File: src/rtl/lcd_panel_writer_pkg.sv
// lcd_pkg: shared defaults and types for the LCD panel writer slice.
// Optional feature macro: LCD_PNL_CHECKSUM_EN (adds the CSUM reader state).
package lcd_pkg;

    localparam int LCD_PIX_W     = 8;
    localparam int LCD_FRAME_PIX = 16;

    typedef logic bank_t;

`ifdef LCD_PNL_CHECKSUM_EN
    typedef enum logic [1:0] {
        IDLE = 2'd0,
        SEND = 2'd1,
        CSUM = 2'd2
    } rd_state_t;
`else
    typedef enum logic [1:0] {
        IDLE = 2'd0,
        SEND = 2'd1
    } rd_state_t;
`endif

endpackage

File: src/rtl/lcd_panel_writer_if.sv
// Pixel capture and panel streaming signals of the LCD panel writer.
// Optional feature macro: LCD_PNL_CHECKSUM_EN (no effect on this interface).
interface lcd_panel_writer_if
    import lcd_pkg::*;
#(
    parameter int PIX_W = LCD_PIX_W
);

    logic [PIX_W-1:0] pix_data;
    logic             pix_valid;
    logic [PIX_W-1:0] pnl_data;
    logic             pnl_valid;
    logic             pnl_ready;
    logic             pnl_sof;
    logic             pnl_eof;

    modport master (
        output pix_data,
        output pix_valid,
        output pnl_ready,
        input  pnl_data,
        input  pnl_valid,
        input  pnl_sof,
        input  pnl_eof
    );

    modport slave (
        input  pix_data,
        input  pix_valid,
        input  pnl_ready,
        output pnl_data,
        output pnl_valid,
        output pnl_sof,
        output pnl_eof
    );

endinterface

File: src/rtl/lcd_pingpong_buf.sv
// Two-bank ping-pong frame store with per-bank full flags.
// A bank released by the reader in the same cycle reports as free.
// Optional feature macro: LCD_PNL_CHECKSUM_EN (no effect on this module).
module lcd_pingpong_buf
    import lcd_pkg::*;
#(
    parameter int PIX_W     = LCD_PIX_W,
    parameter int FRAME_PIX = LCD_FRAME_PIX
) (
    input  logic                         clk,
    input  logic                         reset,
    input  logic                         we,
    input  bank_t                        wr_bank,
    input  logic [$clog2(FRAME_PIX)-1:0] wr_addr,
    input  logic [PIX_W-1:0]             wr_data,
    input  bank_t                        rd_bank,
    input  logic [$clog2(FRAME_PIX)-1:0] rd_addr,
    output logic [PIX_W-1:0]             rd_data,
    input  logic                         set_full,
    input  bank_t                        set_bank,
    input  logic                         release_full,
    input  bank_t                        release_bank,
    output logic [1:0]                   full,
    output logic [1:0]                   free
);

    logic [PIX_W-1:0] mem [2][FRAME_PIX];
    logic [1:0]       set_vec;
    logic [1:0]       rel_vec;

    // Decode the set/release requests into per-bank strobes
    always_comb begin
        set_vec = '0;
        rel_vec = '0;
        if (set_full) begin
            set_vec[set_bank] = 1'b1;
        end
        if (release_full) begin
            rel_vec[release_bank] = 1'b1;
        end
    end

    assign free    = ~full | rel_vec;
    assign rd_data = mem[rd_bank][rd_addr];

    // Pixel storage; contents need no reset because the full flags gate use
    always_ff @(posedge clk) begin
        if (we) begin
            mem[wr_bank][wr_addr] <= wr_data;
        end
    end

    // Full flags: the writer sets a bank on its last pixel, the reader releases it
    always_ff @(posedge clk or posedge reset) begin
        if (reset) begin
            full <= '0;
        end else begin
            full <= (full & ~rel_vec) | set_vec;
        end
    end

endmodule

File: src/rtl/lcd_panel_writer.sv
// LCD panel writer: captures 16-pixel bursts into a ping-pong buffer and
// replays each complete frame to the panel over valid/ready with sof/eof.
// Optional feature macro: LCD_PNL_CHECKSUM_EN (appends a modulo-sum beat).
module lcd_panel_writer
    import lcd_pkg::*;
#(
    parameter int PIX_W     = LCD_PIX_W,
    parameter int FRAME_PIX = LCD_FRAME_PIX,
    parameter int CNT_W     = 16
) (
    input  logic               clk,
    input  logic               reset,
    lcd_panel_writer_if.slave  bus,
    output logic               frame_err,
    output logic               ovf,
    output logic [CNT_W-1:0]   frame_cnt
);

    localparam int             AW   = $clog2(FRAME_PIX);
    localparam logic [AW-1:0]  LAST = AW'(FRAME_PIX - 1);

    logic [PIX_W-1:0] pix_data_q;
    logic             pix_valid_q;
    bank_t            wr_sel, wr_sel_n;
    bank_t            rd_sel;
    logic [AW-1:0]    wr_cnt, wr_cnt_n;
    logic [AW-1:0]    rd_cnt;
    logic             dropping, dropping_n;
    logic             ovf_n, frame_err_n;
    logic             we, set_full, release_full;
    logic [1:0]       full, free;
    logic [PIX_W-1:0] rd_data;
    logic             hs;
    rd_state_t        state, state_n;
`ifdef LCD_PNL_CHECKSUM_EN
    logic [PIX_W-1:0] sum;
`endif

    lcd_pingpong_buf #(
        .PIX_W     (PIX_W),
        .FRAME_PIX (FRAME_PIX)
    ) u_buf (
        .clk          (clk),
        .reset        (reset),
        .we           (we),
        .wr_bank      (wr_sel),
        .wr_addr      (wr_cnt),
        .wr_data      (pix_data_q),
        .rd_bank      (rd_sel),
        .rd_addr      (rd_cnt),
        .rd_data      (rd_data),
        .set_full     (set_full),
        .set_bank     (wr_sel),
        .release_full (release_full),
        .release_bank (rd_sel),
        .full         (full),
        .free         (free)
    );

    // Capture stage: register the controller pixel stream before the write logic
    always_ff @(posedge clk or posedge reset) begin
        if (reset) begin
            pix_data_q  <= '0;
            pix_valid_q <= 1'b0;
        end else begin
            pix_data_q  <= bus.pix_data;
            pix_valid_q <= bus.pix_valid;
        end
    end

    // Write control: store beats, close frames, detect overflow and truncation
    always_comb begin
        we          = 1'b0;
        set_full    = 1'b0;
        wr_cnt_n    = wr_cnt;
        wr_sel_n    = wr_sel;
        dropping_n  = dropping;
        ovf_n       = 1'b0;
        frame_err_n = 1'b0;
        if (pix_valid_q) begin
            if (!dropping) begin
                if (free[wr_sel]) begin
                    we = 1'b1;
                    if (wr_cnt == LAST) begin
                        set_full = 1'b1;
                        wr_sel_n = ~wr_sel;
                        wr_cnt_n = '0;
                    end else begin
                        wr_cnt_n = wr_cnt + 1'b1;
                    end
                end else if (wr_cnt == '0) begin
                    ovf_n      = 1'b1;
                    dropping_n = 1'b1;
                end
            end
        end else begin
            dropping_n = 1'b0;
            if (!dropping && wr_cnt != '0) begin
                frame_err_n = 1'b1;
                wr_cnt_n    = '0;
            end
        end
    end

    // Write-side state and the one-cycle drop flags
    always_ff @(posedge clk or posedge reset) begin
        if (reset) begin
            wr_cnt    <= '0;
            wr_sel    <= 1'b0;
            dropping  <= 1'b0;
            ovf       <= 1'b0;
            frame_err <= 1'b0;
        end else begin
            wr_cnt    <= wr_cnt_n;
            wr_sel    <= wr_sel_n;
            dropping  <= dropping_n;
            ovf       <= ovf_n;
            frame_err <= frame_err_n;
        end
    end

    assign hs = bus.pnl_ready && (state != IDLE);

    // Reader state register
    always_ff @(posedge clk or posedge reset) begin
        if (reset) begin
            state <= IDLE;
        end else begin
            state <= state_n;
        end
    end

    // Reader next state: start on a full bank, leave after the final beat's handshake
    always_comb begin
        state_n = state;
        case (state)
            IDLE: begin
                if (full[rd_sel]) begin
                    state_n = SEND;
                end
            end
            SEND: begin
                if (hs && rd_cnt == LAST) begin
`ifdef LCD_PNL_CHECKSUM_EN
                    state_n = CSUM;
`else
                    state_n = IDLE;
`endif
                end
            end
`ifdef LCD_PNL_CHECKSUM_EN
            CSUM: begin
                if (hs) begin
                    state_n = IDLE;
                end
            end
`endif
            default: state_n = IDLE;
        endcase
    end

    // Reader outputs: panel beat, frame markers and the bank release strobe
    always_comb begin
        bus.pnl_valid = 1'b0;
        bus.pnl_data  = '0;
        bus.pnl_sof   = 1'b0;
        bus.pnl_eof   = 1'b0;
        release_full  = 1'b0;
        case (state)
            SEND: begin
                bus.pnl_valid = 1'b1;
                bus.pnl_data  = rd_data;
                bus.pnl_sof   = (rd_cnt == '0);
`ifndef LCD_PNL_CHECKSUM_EN
                bus.pnl_eof   = (rd_cnt == LAST);
                release_full  = hs && (rd_cnt == LAST);
`endif
            end
`ifdef LCD_PNL_CHECKSUM_EN
            CSUM: begin
                bus.pnl_valid = 1'b1;
                bus.pnl_data  = sum;
                bus.pnl_eof   = 1'b1;
                release_full  = hs;
            end
`endif
            default: begin
                bus.pnl_valid = 1'b0;
            end
        endcase
    end

    // Reader datapath: pixel index, bank select, sent-frame counter and checksum
    always_ff @(posedge clk or posedge reset) begin
        if (reset) begin
            rd_cnt    <= '0;
            rd_sel    <= 1'b0;
            frame_cnt <= '0;
`ifdef LCD_PNL_CHECKSUM_EN
            sum       <= '0;
`endif
        end else begin
            if (state == IDLE) begin
                rd_cnt <= '0;
            end else if (state == SEND && hs) begin
                rd_cnt <= rd_cnt + 1'b1;
            end
            if (release_full) begin
                rd_sel    <= ~rd_sel;
                frame_cnt <= frame_cnt + 1'b1;
            end
`ifdef LCD_PNL_CHECKSUM_EN
            if (state == IDLE) begin
                sum <= '0;
            end else if (state == SEND && hs) begin
                sum <= sum + rd_data;
            end
`endif
        end
    end

endmodule
File: src/flat_wrapper.sv
// flat-port wrapper written by rule: the top's interface ports become plain ports
module lcd_panel_writer_flat import lcd_pkg::*;
#(
    parameter int PIX_W     = LCD_PIX_W,
    parameter int FRAME_PIX = LCD_FRAME_PIX,
    parameter int CNT_W     = 16
)
  (clk, reset, frame_err, ovf, frame_cnt, bus_pix_data, bus_pix_valid, bus_pnl_ready, bus_pnl_data, bus_pnl_valid, bus_pnl_sof, bus_pnl_eof);
  lcd_panel_writer_if #(.PIX_W(PIX_W)) bus_i ();
  input  logic clk;
  input  logic reset;
  output logic frame_err;
  output logic ovf;
  output logic [CNT_W-1:0] frame_cnt;
  input wire logic [$bits(bus_i.pix_data)-1:0] bus_pix_data;
  input wire logic [$bits(bus_i.pix_valid)-1:0] bus_pix_valid;
  input wire logic [$bits(bus_i.pnl_ready)-1:0] bus_pnl_ready;
  output wire logic [$bits(bus_i.pnl_data)-1:0] bus_pnl_data;
  output wire logic [$bits(bus_i.pnl_valid)-1:0] bus_pnl_valid;
  output wire logic [$bits(bus_i.pnl_sof)-1:0] bus_pnl_sof;
  output wire logic [$bits(bus_i.pnl_eof)-1:0] bus_pnl_eof;
  assign bus_i.pix_data = bus_pix_data;
  assign bus_i.pix_valid = bus_pix_valid;
  assign bus_i.pnl_ready = bus_pnl_ready;
  assign bus_pnl_data = bus_i.pnl_data;
  assign bus_pnl_valid = bus_i.pnl_valid;
  assign bus_pnl_sof = bus_i.pnl_sof;
  assign bus_pnl_eof = bus_i.pnl_eof;
  lcd_panel_writer #(.PIX_W(PIX_W), .FRAME_PIX(FRAME_PIX), .CNT_W(CNT_W)) u_core (.clk(clk), .reset(reset), .bus(bus_i), .frame_err(frame_err), .ovf(ovf), .frame_cnt(frame_cnt));
endmodule
File: config.mk
export PLATFORM = sky130hd
export DESIGN_NAME = lcd_panel_writer_flat
export DESIGN_NICKNAME = d
export VERILOG_FILES = /design/src/rtl/lcd_panel_writer_pkg.sv /design/src/rtl/lcd_panel_writer_if.sv /design/src/rtl/lcd_pingpong_buf.sv /design/src/rtl/lcd_panel_writer.sv /design/src/flat_wrapper.sv
export SDC_FILE = /design/constraint.sdc
export NUM_CORES = 1
export LEC_CHECK = 0
export BUFFER_PORTS_ARGS = -buffer_cell sky130_fd_sc_hd__buf_4
export CORE_AREA = 2 2 187 189
export DETAILED_ROUTE_END_ITERATION = 16
export DIE_AREA = 0 0 189 191
export PLACE_DENSITY = 0.53
export SYNTH_ARGS = -nofsm -noshare
export SYNTH_HDL_FRONTEND = slang
export SYNTH_SLANG_ARGS = --single-unit
File: constraint.sdc
create_clock -name clk -period 2.85 [get_ports clk]
set_clock_uncertainty 0.2 [all_clocks]
set_input_delay 0.285 -clock clk [delete_from_list [all_inputs] [get_ports clk]]
set_output_delay 0.285 -clock clk [all_outputs]
set_load 0.005 [all_outputs]
==> out/qor.csv <==
metric;value;unit
grt_pass1_wl;40.79;mm
worst_pin_slew;1.061;ns
nets;749;
p_per_area;844.0;nW/um^2
dp_hpwl;17.03;mm
grtUsageTotal;0.1517;
hold_viol;0;
clock_latency;0.56;ns
core;34120;um^2
drtIter0Drc;483;
port_buffers;40;
violations;setup timing;
wl_per_cell;22.11;um
synth_area_per_cell;19.49;um^2
antenna_found_initial;0;
gp_congestion;0.7588;
finalCritPeriodShare;1.123;
min_path_type;in2reg;
power.leakage;0.004918;uW
fillers;3006;
clk_pin_slew;0.06;ns
peakVddDrop;0.4805;mV
path_max_fanout;14;
place_ws;0.1455;ns
utilization;0.4170;
crit_path_start_kind;flip-flop;
hold_depth;2;
placed_area;12990;um^2
finalSetupViolations;8;
yosys_warnings;0;
tritoncts;built;
ys_types;49;
die_h;191;um
period_minus_slack;3.202;ns
reg2reg_depth;8;
dieArea;36100;um^2
yosysSeqAreaShare;0.7427;
grt_max_degree;39;
die_x;189;um
cap_violations;0;
setup_tns;-2.010;ns
htree_levels;1;
cts_buffers;31;
fin_hold_ws;0.1757;ns
status;finished with violations;
syn_nets;621;
crit_type;reg2out;
ant_nets;0;
drv_slew;0;
clockRootBuffer;clkbuf_16;
drive_above_1_share;0.3103;
std_cell_rows;68;
setup_ws;-0.3519;ns
syn_inst;602;
initial_core_util;0.3438;
n_antenna_cell;0;
ys.flop_type;edfxtp_1;
worstPathArrival;2.72;ns
cts.path.max_buffers;3;
synth_area;11730;um^2
synth_edf_count;256;
cts.sinks;297;
viasPerCell;5.053;
syn_to_final_growth;21.29;%
ioPinCount;41;
wl;26.73;mm
fmax;0.3123;GHz
drc_errors;0;
grt_pass1_vias;6531;
grt_overflow;0;
dr_total_vias;6109;
cp-end-kind;primary output;
rsz0062_at_grt;true;
design_area;14230;um^2
relSlewSlack;0.2924;
drt_pass1_iterations;4;
crit_required;2.37;ns
synthArstFlopShare;0.1380;
ys_ff_latch;297;
-- per-layer routing --
layer	GRT usage	wire length [um]
met1	0.2096	11860
met2	0.2516	12930
met3	0.02460	1303
met4	0.03726	632
met5	0	0
-- critical path, cell delays in order (launching register included) --
cell	delay, ns
dfrtp_4	0.45
buf_12	0.17
mux4_1	0.59
mux4_2	0.49
nor2_2	0.19
a211oi_1	0.10
buf_4	0.16
-- registers in the layout, indices dropped and copies added, names as in the netlist --
register,flops
u_core.pix_valid_q,1
u_core.rd_sel,1
u_core.u_buf.mem,256
u_core.rd_cnt,4
u_core.pix_data_q,8
u_core.u_buf.full,2
u_core.frame_cnt,16
u_core.state,1
u_core.dropping,1
u_core.frame_err,1
u_core.wr_cnt,4
u_core.wr_sel,1
u_core.ovf,1
-- cell usage after synthesis, types with 8 or more instances --
| master | number | area share |
|---|---|---|
| a211oi_1 | 8 | 0.0051 |
| nor2_1 | 43 | 0.014 |
| nand2_1 | 18 | 0.0058 |
| edfxtp_1 | 256 | 0.66 |
| clkbuf_1 | 10 | 0.0032 |
| xnor2_1 | 11 | 0.0082 |
| xor2_1 | 9 | 0.0067 |
| mux2i_1 | 11 | 0.0094 |
| mux4_2 | 65 | 0.12 |
| inv_1 | 12 | 0.0038 |
| nand3_1 | 17 | 0.0073 |
| dfrtp_1 | 41 | 0.087 |
-- metrics by stage --
| stage | std cells | total power [uW] |
|---|---|---|
| CTS | 1209 | 12140 |
| global route | 1209 | 12540 |
| detailed placement | 1136 | 8036 |
| global placement | 1136 | 7992 |
| finish | 1209 | 12010 |
| floorplan | 602 | 6783 |
-- final timing paths --
check,start,endpoint,slack (ns)
max,u_core.rd_sel,bus_pnl_data[0],-0.35
min,bus_pix_valid,u_core.pix_valid_q,0.18
max reg2reg,u_core.rd_sel,u_core.u_buf.mem[1][58],0.22
min reg2reg,u_core.frame_cnt[15],u_core.frame_cnt[15],0.28
max in group asynchronous,reset,u_core.frame_err,1.57
min in group asynchronous,reset,u_core.u_buf.full[0],0.19
-- cells by family after synthesis --
group,Yosys count,share of synthesized area
AOI/OAI and AO/OA,39,0.02496
and+or+nand+nor,115,0.04650
muxes,82,0.1451
adders and majority gates,7,0.007466
xor gates and xnor gates,20,0.01493
DFF,297,0.7427
buffers and inverters,42,0.01834
-- layout make-up --
type                    instances  area [um^2]  share of cell area
clock inverters                16        177.7             0.01249
well taps                     455        569.3             0.04001
flip-flops and latches        297         8718              0.6127
repair buffers                123         1037             0.07290
inverters                      14        52.55            0.003693
multi-input cells             263         2840              0.1996
clock buffers                  41        833.3             0.05857
-- what timing repair did --
action,in CTS,in global routing
setup endpoints to repair,8,8
gates cloned,1,0
hold buffers,11,0
resized for setup,14,0
pin swaps,0,1
buffers inserted,4,0
hold endpoints to repair,40,0
-- where the power goes --
group | switching [uW] | leakage, uW | internal, uW
Combinational | 1530 | 0.00160 | 1310
Sequential | 173 | 0.00282 | 4990
Clock | 1600 | 0.000496 | 2400
Total | 3310 | 0.00492 | 8700
-- layout by cell type (no fill, tap or decap), types with 9 or more instances in the layout --
cell type	instances
edfxtp_1	256
buf_4	105
mux4_2	65
nor2_1	41
dfrtp_1	39
clkbuf_16	31
nand2_1	18
nand3_1	17
inv_1	11
xnor2_1	11
mux2i_1	11
dlygate4sd3_1	11
xor2_1	9
Note: power is estimated with default switching activity, not from simulation.
